--- config.mk ---
export PLATFORM = sky130hd
export DESIGN_NAME = dvp_tx_generator
export DESIGN_NICKNAME = d
export VERILOG_FILES = /design/src/rtl/dvp_tx_generator.sv
export SDC_FILE = /design/constraint.sdc
export NUM_CORES = 1
export LEC_CHECK = 0
export ABC_AREA = 1
export ABC_CLOCK_PERIOD_IN_PS = 2500
export CAP_MARGIN = 20
export CORE_AREA = 5 5 100 102
export DETAILED_ROUTE_END_ITERATION = 6
export DIE_AREA = 0 0 105 107
export MAX_ROUTING_LAYER = met4
export SYNTH_ARGS = -nofsm -noshare
export SYNTH_HDL_FRONTEND = slang
export SYNTH_SLANG_ARGS = --single-unit
--- constraint.sdc ---
create_clock -name clk -period 2.5 [get_ports clk]
set_input_delay 0.25 -clock clk [delete_from_list [all_inputs] [get_ports clk]]
set_output_delay 0.25 -clock clk [all_outputs]
set_load 0.005 [all_outputs]
--- src/rtl/dvp_tx_generator.sv ---
// DVP camera-side transmitter: serialises RGB565 pixels onto an 8-bit DVP bus
// with PCLK = clk/2. All DVP outputs change only on the fall cycle (ph == 1).
module dvp_tx_generator #(
  parameter int DVP_DATA_W = 8,
  parameter int RGB_PXL_W  = 16,
  parameter int H_ACT      = 640,
  parameter int H_BLANK    = 144,
  parameter int H_SYNC     = 16,
  parameter int V_SYNC     = 3,
  parameter int V_BACK     = 17,
  parameter int V_ACT      = 480,
  parameter int V_FRONT    = 10,
  parameter int CNT_W      = 12
) (
  input  logic                  clk,
  input  logic                  rst_n,
  input  logic                  start_i,
  input  logic [RGB_PXL_W-1:0]  pxl_i,
  input  logic                  pxl_vld_i,
  output logic                  pxl_rdy_o,
  output logic [DVP_DATA_W-1:0] dvp_d_o,
  output logic                  dvp_href_o,
  output logic                  dvp_hsync_o,
  output logic                  dvp_vsync_o,
  output logic                  dvp_pclk_o,
  output logic                  frame_done_o,
  output logic                  underrun_o
);

  localparam logic [CNT_W-1:0] H_LAST      = CNT_W'(2*H_ACT + H_BLANK - 1);
  localparam logic [CNT_W-1:0] H_ACT_END   = CNT_W'(2*H_ACT);
  localparam logic [CNT_W-1:0] H_SYNC_END  = CNT_W'(2*H_ACT + H_SYNC);
  localparam logic [CNT_W-1:0] VSYNC_LAST  = CNT_W'(V_SYNC - 1);
  localparam logic [CNT_W-1:0] VBACK_LAST  = CNT_W'(V_BACK - 1);
  localparam logic [CNT_W-1:0] VACT_LAST   = CNT_W'(V_ACT - 1);
  localparam logic [CNT_W-1:0] VFRONT_LAST = CNT_W'(V_FRONT - 1);

  typedef enum logic [2:0] {
    S_IDLE, S_VSYNC, S_VBACK, S_ACTIVE, S_VFRONT
  } state_e;

  state_e                  state_q, state_d;
  logic [CNT_W-1:0]        h_cnt_q, h_cnt_d;
  logic [CNT_W-1:0]        v_cnt_q, v_cnt_d;
  logic                    ph_q, ph_d;
  logic [DVP_DATA_W-1:0]   d_q, d_d;
  logic [DVP_DATA_W-1:0]   lo_q, lo_d;
  logic                    href_q, href_d;
  logic                    hsync_q, hsync_d;
  logic                    vsync_q, vsync_d;
  logic                    underrun_q, underrun_d;

  logic [CNT_W-1:0]        v_last;
  logic                    line_end;
  logic                    frame_end;
  logic                    nxt_act_slot;
  logic                    load;

  // State register
  always_ff @(posedge clk or negedge rst_n) begin
    if (!rst_n) begin
      state_q <= S_IDLE;
      h_cnt_q <= '0;
      v_cnt_q <= '0;
    end else begin
      state_q <= state_d;
      h_cnt_q <= h_cnt_d;
      v_cnt_q <= v_cnt_d;
    end
  end

  // Next-state: counters describe the byte-slot currently on the bus
  always_comb begin
    state_d = state_q;
    h_cnt_d = h_cnt_q;
    v_cnt_d = v_cnt_q;
    case (state_q)
      S_VSYNC:  v_last = VSYNC_LAST;
      S_VBACK:  v_last = VBACK_LAST;
      S_ACTIVE: v_last = VACT_LAST;
      S_VFRONT: v_last = VFRONT_LAST;
      default:  v_last = '0;
    endcase
    line_end  = (h_cnt_q == H_LAST);
    frame_end = (state_q == S_VFRONT) && line_end && (v_cnt_q == v_last);
    if (ph_q) begin
      if (state_q == S_IDLE) begin
        if (start_i) begin
          state_d = S_VSYNC;
          h_cnt_d = '0;
          v_cnt_d = '0;
        end
      end else if (!line_end) begin
        h_cnt_d = h_cnt_q + CNT_W'(1);
      end else begin
        h_cnt_d = '0;
        if (v_cnt_q != v_last) begin
          v_cnt_d = v_cnt_q + CNT_W'(1);
        end else begin
          v_cnt_d = '0;
          case (state_q)
            S_VSYNC:  state_d = S_VBACK;
            S_VBACK:  state_d = S_ACTIVE;
            S_ACTIVE: state_d = S_VFRONT;
            S_VFRONT: state_d = start_i ? S_VSYNC : S_IDLE;
            default:  state_d = S_IDLE;
          endcase
        end
      end
    end
  end

  // Outputs for the upcoming slot are derived from the next-state values
  always_comb begin
    ph_d       = ~ph_q;
    d_d        = d_q;
    lo_d       = lo_q;
    href_d     = href_q;
    hsync_d    = hsync_q;
    vsync_d    = vsync_q;
    nxt_act_slot = (state_d == S_ACTIVE) && (h_cnt_d < H_ACT_END);
    load       = ph_q && nxt_act_slot && !h_cnt_d[0];
    underrun_d = load && !pxl_vld_i;
    if (ph_q) begin
      href_d  = nxt_act_slot;
      vsync_d = (state_d == S_VSYNC);
      hsync_d = (state_d != S_IDLE) && (h_cnt_d >= H_ACT_END) &&
                (h_cnt_d < H_SYNC_END);
      if (load) begin
        d_d  = pxl_vld_i ? pxl_i[RGB_PXL_W-1 -: DVP_DATA_W] : '0;
        lo_d = pxl_vld_i ? pxl_i[DVP_DATA_W-1:0] : '0;
      end else if (nxt_act_slot) begin
        d_d = lo_q;
      end else begin
        d_d = '0;
      end
    end
  end

  always_ff @(posedge clk or negedge rst_n) begin
    if (!rst_n) begin
      ph_q       <= 1'b0;
      d_q        <= '0;
      lo_q       <= '0;
      href_q     <= 1'b0;
      hsync_q    <= 1'b0;
      vsync_q    <= 1'b0;
      underrun_q <= 1'b0;
    end else begin
      ph_q       <= ph_d;
      d_q        <= d_d;
      lo_q       <= lo_d;
      href_q     <= href_d;
      hsync_q    <= hsync_d;
      vsync_q    <= vsync_d;
      underrun_q <= underrun_d;
    end
  end

  assign pxl_rdy_o    = load;
  assign frame_done_o = ph_q && frame_end;
  assign dvp_pclk_o   = ph_q;
  assign dvp_d_o      = d_q;
  assign dvp_href_o   = href_q;
  assign dvp_hsync_o  = hsync_q;
  assign dvp_vsync_o  = vsync_q;
  assign underrun_o   = underrun_q;

endmodule

# --- After elaboration in Yosys (flattened, before gate mapping) ---
# Cells that the tools add are included.
# W data, S select, Z words.
totals:
  ff_bits: 48
  input_bits: 20
  output_inout_bits: 15
  elab_cells: 62
classes:
  add_sub_neg: 2
  magnitude_cmp: 3
  n_eq_ne: 10
  n_mux: 20
  bitwise: 1
  reduce_logical: 16
op_table:
  columns: ["operator", "count"]
  rows:
  - ["$mux W12", 8]
  - ["$pmux W9 S4", 1]
  - ["$mux W8", 4]
  - ["$add A12 B1 Y12 const B", 2]
  - ["$lt A12 B11 Y1 const B", 2]
  - ["$mux W3", 5]
  - ["$eq A12 B11 Y1 const B", 1]
  - ["$eq A12 B12 Y1", 1]
  - ["$ge A12 B11 Y1 const B", 1]
  - ["$ne A12 B12 Y1", 1]
  - ["$pmux W3 S4", 1]
  - ["$eq A3 B2 Y1 const B", 3]
  - ["$logic_and A1 B1 Y1", 9]
  - ["$eq A3 B1 Y1 const B", 2]
  - ["$eq A3 B3 Y1 const B", 1]
  - ["$logic_not A3 Y1", 1]
  - ["$reduce_and A3 Y1", 1]
  - ["$reduce_bool A3 Y1", 1]
  - ["$logic_not A1 Y1", 2]
  - ["$ne A2 B2 Y1 const B", 1]
  - ["$reduce_and A2 Y1", 1]
  - ["$reduce_bool A2 Y1", 1]
  - ["$mux W1", 1]
  - ["$not A1 Y1", 1]

# --- Longest topological paths before layout ---
depth:
  word_depth: 12
  mapped_depth: 21
  depth_no_buf: 19

# --- Worst setup path after synthesis ---
# Ideal clock, no wire load.
synth_timing:
  path_type: "register to output"
  from: "reg h_cnt_q[0]"
  to: "out pxl_rdy_o"
  arrival_ns: 2.009
  required_time_ns: 2.250
  path_slack_ns: 0.241
  stages_incl_launch_ff: 17
  path_buffers: 1
  path_cell_list: "dfrtp_1 -> ha_1 -> nand2_1 -> nor2_4 -> nand2_1 -> clkinv_1 -> nand2_1 -> nand2_1 -> nor2_1 -> nor2_4 -> nand3_1 -> a21oi_2 -> nand3_4 -> nor2_8 -> nand2_4 -> nor2_8 -> buf_12"
synth_between:
  elab_chain_len: 8
synth_lines:
  columns: ["item", "line", "text"]
  rows:
  - ["start, declared", "43", "logic [CNT_W-1:0] h_cnt_q, h_cnt_d;"]
  - ["start signal, assigned", "67", "h_cnt_q <= h_cnt_d;"]
  - ["$add A12 B1 Y12 / $eq A12 B11 Y1 (equally long branches)", "94, 84", null]
  - ["$mux W12 / $mux W3 (equally long branches)", "93", "end else if (!line_end) begin"]
  - ["$mux W12 / $mux W3 (equally long branches)", "87", "if (state_q == S_IDLE) begin"]
  - ["$mux W12 / $mux W3 (equally long branches)", "86", "if (ph_q) begin"]
  - ["$lt A12 B11 Y1 / $eq A3 B2 Y1 (equally long branches)", "121", "nxt_act_slot = (state_d == S_ACTIVE) && (h_cnt_d < H_ACT_END);"]
  - ["$logic_and A1 B1 Y1", "121", null]
  - ["$logic_and A1 B1 Y1", "122", "load = ph_q && nxt_act_slot && !h_cnt_d[0];"]
  - ["$logic_and A1 B1 Y1 (*)", "122", null]
  - ["end, declared", "20", "output logic pxl_rdy_o,"]
# Every way passes the cells marked *; elsewhere a longest branch is shown, timed or not.

# --- Final worst setup path ---
layout_timing:
  from: "reg state_q[1]"
  to: "out pxl_rdy_o"
layout_rtl:
  columns: ["item", "line", "text"]
  rows:
  - ["start, declared", "42", "state_e state_q, state_d;"]
  - ["start signal, assigned", "66", "state_q <= state_d;"]
  - ["$logic_not A3 Y1", "87", null]
  - ["$mux W12", "87", null]
  - ["$mux W12", "86", null]
  - ["net h_cnt_d[11]", "43", null]
  - ["$lt A12 B11 Y1", "121", null]
  - ["$logic_and A1 B1 Y1", "121", null]
  - ["$logic_and A1 B1 Y1 (2 in series)", "122", null]
# The timed path passes the listed nets, and every way through them passes these cells.

==> impl_metrics.yaml <==
worst_setup_path:
  r2r_end: "dvp_d_o[2]$_DFFE_PN0P_"
  cp.buffers_inverters: 5
  critical-path-top-delay-family: "simple AND/OR/NAND/NOR gates"
  timing.rr.start: "state_q[1]$_DFF_PN0_"
  worstSetupPathDepth: 15
  timing.setup.critical_path_class: "flop to output pin"
  timing.critical_path.to_type: "output pin"
  register_to_register_setup_slack_ns: 0.16
  ff2ff_path_depth: 18
  critPathLaunch: "state_q[1]$_DFF_PN0_"
  crit_arrival_ns: 2.28
  crit_path_top_delay_cell: "sky130_fd_sc_hd__dfrtp_2"
  timing.critical_path.required_ns: 2.25
  slowest_delay_ns: 0.52
  timing.critical_path.to: "pxl_rdy_o"
  path_cells: "nor2_8, buf_4, nand2_4, inv_2, nand2_2, nand2_4, clkinv_4, buf_4, o22ai_1, a21oi_2, nand3_4, nor2_8, nand2_4, nor2_8, buf_6"
  setup.worst_path.start_class: "flop"
  critical_path.max_fanout: 7
pwr:
  sequential_power_share_pct: 57.9
  cellLeakagePower_nw: 2.121
  clkPwrFrac_pct: 37.7
  netSwitchingFraction_pct: 22.92
  pwr_density_cell_nw_per_um2: 319.1
  comb_power_share_pct: 4.4
  irDropWorstVdd_mv: 0.2275
  switchingPower_w: 0.0003073
  total_power_w: 0.001341
  power_report.internal_total_w: 0.001033
routing:
  drtPass1Iterations: 5
  detail_route.drc_violations: 0
  route.detailed.wl_per_inst_um: 12.91
  detailedRoute.firstIterationViolations: 128
  postRouteAntennaNets: 0
  post_drt_via_cell_ratio: 4.768
  vias: 2956
  totalWireLength_mm: 8.002
timing:
  timing_hold_violations_final: 0
  layout_worst_path_cycle_share_pct: 101.0
  fmaxAchievable_mhz: 396.0
  period_minus_slack_ns: 2.526
  slew_headroom_pct: 62.20
  finalSetupViolCount: 1
  timing.final.max_slew_violations: 0
  finalWorstSetupSlack_ns: -0.02552
  unrepaired_setup_endpoints_after_global_routing: "yes"
  final_setup_skew_ns: 0.007119
  worstMarginPinSlew_ns: 0.5670
yosys:
  yosysWarnings: 0
  yosys-top-cells-area: "sky130_fd_sc_hd__dfrtp_1 39%, sky130_fd_sc_hd__nand2_1 13%, sky130_fd_sc_hd__nand3_1 6.6%"
  cell_area_synth_um2: 3042
  library_cell_occupying_the_most_area_in_the_post_synthesis_netlist: "sky130_fd_sc_hd__dfrtp_1"
  mappedNetlistNets: 421
  asyncSetResetFlopFracSynth_pct: 100.0
  ys_ff_latch: 48
  synth_cell_types: 42
  synth_top_area_share_pct: 39.49
  synth-main-ff-cell: "sky130_fd_sc_hd__dfrtp_1"
  post_synthesis_cells: 399
  seq_area_frac_synth_pct: 39.49
  synth_enable_flop_cells: 0
  syn_avg_cell_area_um2: 7.623
global_route:
  globalRouteOverflowTotal: 0
  first_global_vias: 3019
  first_pass_grt_wire_length_mm: 13.86
  grtUsageTotal_pct: 15.16
  grt_start_max_net_pins: 25
  antenna_found_initial: 0
finish:
  areaGrowthSynthToFinish_pct: 38.13
  final_net_count: 530
  finalCoreUtilization_pct: 46.57
  insertedDiodeCount: 0
  drive_above_1_share_pct: 31.43
floorplan:
  fp.dieArea_um2: 11240
  design.core.area_um2: 9021
  starting_utilization_of_the_core_area_pct: 33.72
  die_height_um: 107
  ios: 35
  die_width_um: 105
  fp-row-count: 35
placement:
  dp_hpwl_mm: 6.266
  globalplace.congestion: 0.8997
  numPortBuffers: 34
  pre_cts_slack_ns: -0.2043
clocking:
  root_driver: "sky130_fd_sc_hd__clkbuf_8"
  clkSlewWorstSetupHoldPaths_ns: 0.09
  cts_made_buffers: 5
  ctsHtreeMaxLevel: 2
  tritoncts_num_sinks: 48
  clkLatencyLatePin_ns: 0.30
  tritoncts: "yes"
  clock_path_buffers: 2
worst_hold_path:
  holdCritPathClass: "input pin to asynchronous set/reset pin"
flow_run:
  cap_violations: 0
status:
  run_status: "complete, but fails checks"
  failed_checks: "negative setup slack"
[flip-flops by register name (all words and copies together), names as in the netlist, 3 cells and up]
name     cells
h_cnt_q     12
v_cnt_q     12
dvp_d_o      8
lo_q         8
state_q      3
[cell usage after synthesis, types with 2 or more instances]
cell type                  number
sky130_fd_sc_hd__nand2_1      104
sky130_fd_sc_hd__dfrtp_1       48
sky130_fd_sc_hd__inv_1         41
sky130_fd_sc_hd__nand3_1       40
sky130_fd_sc_hd__nor2_1        29
sky130_fd_sc_hd__nand3_2       13
sky130_fd_sc_hd__nor3_1        12
sky130_fd_sc_hd__o21ai_1       11
sky130_fd_sc_hd__a21oi_1       10
sky130_fd_sc_hd__o21ai_0       10
sky130_fd_sc_hd__inv_2          9
sky130_fd_sc_hd__nand2_2        9
sky130_fd_sc_hd__nor2_2         5
sky130_fd_sc_hd__nand2_4        4
sky130_fd_sc_hd__nand4_1        4
sky130_fd_sc_hd__nor3b_1        4
sky130_fd_sc_hd__buf_2          3
sky130_fd_sc_hd__clkinv_1       3
sky130_fd_sc_hd__nor2_4         3
sky130_fd_sc_hd__nor2_8         3
sky130_fd_sc_hd__o21a_1         3
sky130_fd_sc_hd__o22ai_1        3
sky130_fd_sc_hd__buf_4          2
sky130_fd_sc_hd__buf_6          2
sky130_fd_sc_hd__clkbuf_1       2
sky130_fd_sc_hd__ha_1           2
sky130_fd_sc_hd__nor4_1         2
sky130_fd_sc_hd__o211ai_1       2
sky130_fd_sc_hd__o31ai_1        2
sky130_fd_sc_hd__xor2_1         2
[cells by family (layout without fill, tap and decap cells)]
| logic type | Yosys count | after routing | share of synthesized area [%] |
|---|---|---|---|
| AO/OA/AOI/OAI | 45 | 45 | 8.597 |
| XOR/XNOR | 3 | 3 | 0.8640 |
| AND/OR/NAND/NOR | 236 | 236 | 40.56 |
| buffers and inverters | 65 | 175 | 9.667 |
| adder cells (fa/ha/maj) | 2 | 2 | 0.8226 |
| flip-flops | 48 | 48 | 39.49 |
[layer usage]
layer	GRT usage, %	wire [um]
met1	18.67	3596
met2	26.26	4016
met3	2.649	304
met4	3.014	85
met5	-	0
[placed cells by master, fill, tap and decap left out, drive strengths merged]
cell type        n
a22o             1
o21ai           21
clkdlybuf4s50   31
nor4             2
dfrtp           48
inv             52
nand4            4
o31ai            2
o2111ai          1
dlygate4sd3      1
clkinv           5
xnor2            1
o22ai            3
o21a             3
nor2            40
clkbuf           6
nand3           54
ha               2
o211ai           2
nand2          117
xor2             2
buf             79
or2              1
nor3            14
dlygate4sd2      1
nor3b            4
a21oi           11
a221oi           1
[area by class of cell]
type | instances | area (um^2)
Tap cell | 111 | 138.9
Clock buffer | 6 | 82.58
Timing Repair Buffer | 112 | 927.1
Fill cell | 944 | 4820
Multi-Input combinational cell | 286 | 1620
Inverter | 55 | 215.2
Clock inverter | 2 | 13.76
Sequential cell | 48 | 1204
[worst register-to-register path: stages (launching register included)]
cell,delay [ns]
sky130_fd_sc_hd__dfrtp_2,0.53
sky130_fd_sc_hd__nor2_8,0.07
sky130_fd_sc_hd__buf_4,0.14
sky130_fd_sc_hd__nand2_4,0.07
sky130_fd_sc_hd__inv_2,0.04
sky130_fd_sc_hd__nand2_2,0.06
sky130_fd_sc_hd__nand2_4,0.08
sky130_fd_sc_hd__clkinv_4,0.07
sky130_fd_sc_hd__nor2_2,0.04
sky130_fd_sc_hd__nor2_4,0.11
sky130_fd_sc_hd__nand3_2,0.07
sky130_fd_sc_hd__a21oi_2,0.17
sky130_fd_sc_hd__nand3_4,0.12
sky130_fd_sc_hd__nor2_8,0.11
sky130_fd_sc_hd__nand2_4,0.07
sky130_fd_sc_hd__nor2_8,0.09
sky130_fd_sc_hd__buf_4,0.24
sky130_fd_sc_hd__nand3_1,0.11
sky130_fd_sc_hd__nand2_1,0.08
[worst min path at each step]
stage / slack, ns / depth (start not counted) / startpoint / to
4_1_cts: 0.48 / 2 / rst_n / h_cnt_q[2]$_DFF_PN0_
6_report: 0.47 / 2 / rst_n / h_cnt_q[2]$_DFF_PN0_
2_1_floorplan: -0.05 / 0 / rst_n / dvp_d_o[0]$_DFFE_PN0P_
5_1_grt: 0.50 / 3 / pxl_i[7] / lo_q[7]$_DFFE_PN0P_
3_3_place_gp: 0.28 / 1 / rst_n / h_cnt_q[2]$_DFF_PN0_
3_5_place_dp: 0.28 / 1 / rst_n / h_cnt_q[2]$_DFF_PN0_
[stage by stage]
stage                     instance area, um^2  hold slack, ns  setup TNS [ns]  std cells
final                                    4202          0.4698        -0.02552        620
after global placement                   3969          0.2807         -0.1478        605
after global routing                     4202          0.5005         -0.4211        620
after floorplan                          3042        -0.04559               0        399
after detailed placement                 3969          0.2824         -0.2043        605
after CTS                                4106          0.4830        -0.08725        615
[power by group through the flow]
stage	clock network, W	registers [W]	logic [W]
after floorplan	0	0.000791	0.00000708
after global placement	0	0.000791	0.0000597
after detailed placement	0	0.000791	0.0000597
after CTS	0.000529	0.000776	0.0000611
after global routing	0.000559	0.000776	0.0000654
final	0.000506	0.000776	0.0000589
[timing repair]
action                                  4_1_cts  5_1_grt
buffers inserted                              1        6
pin swaps                                     5       13
endpoints found under the setup margin        4       19
hold buffers                                  1        0
endpoints found under the hold margin        22        0
gates resized for setup                      15       15
Note: power is estimated with default switching activity, not from simulation.
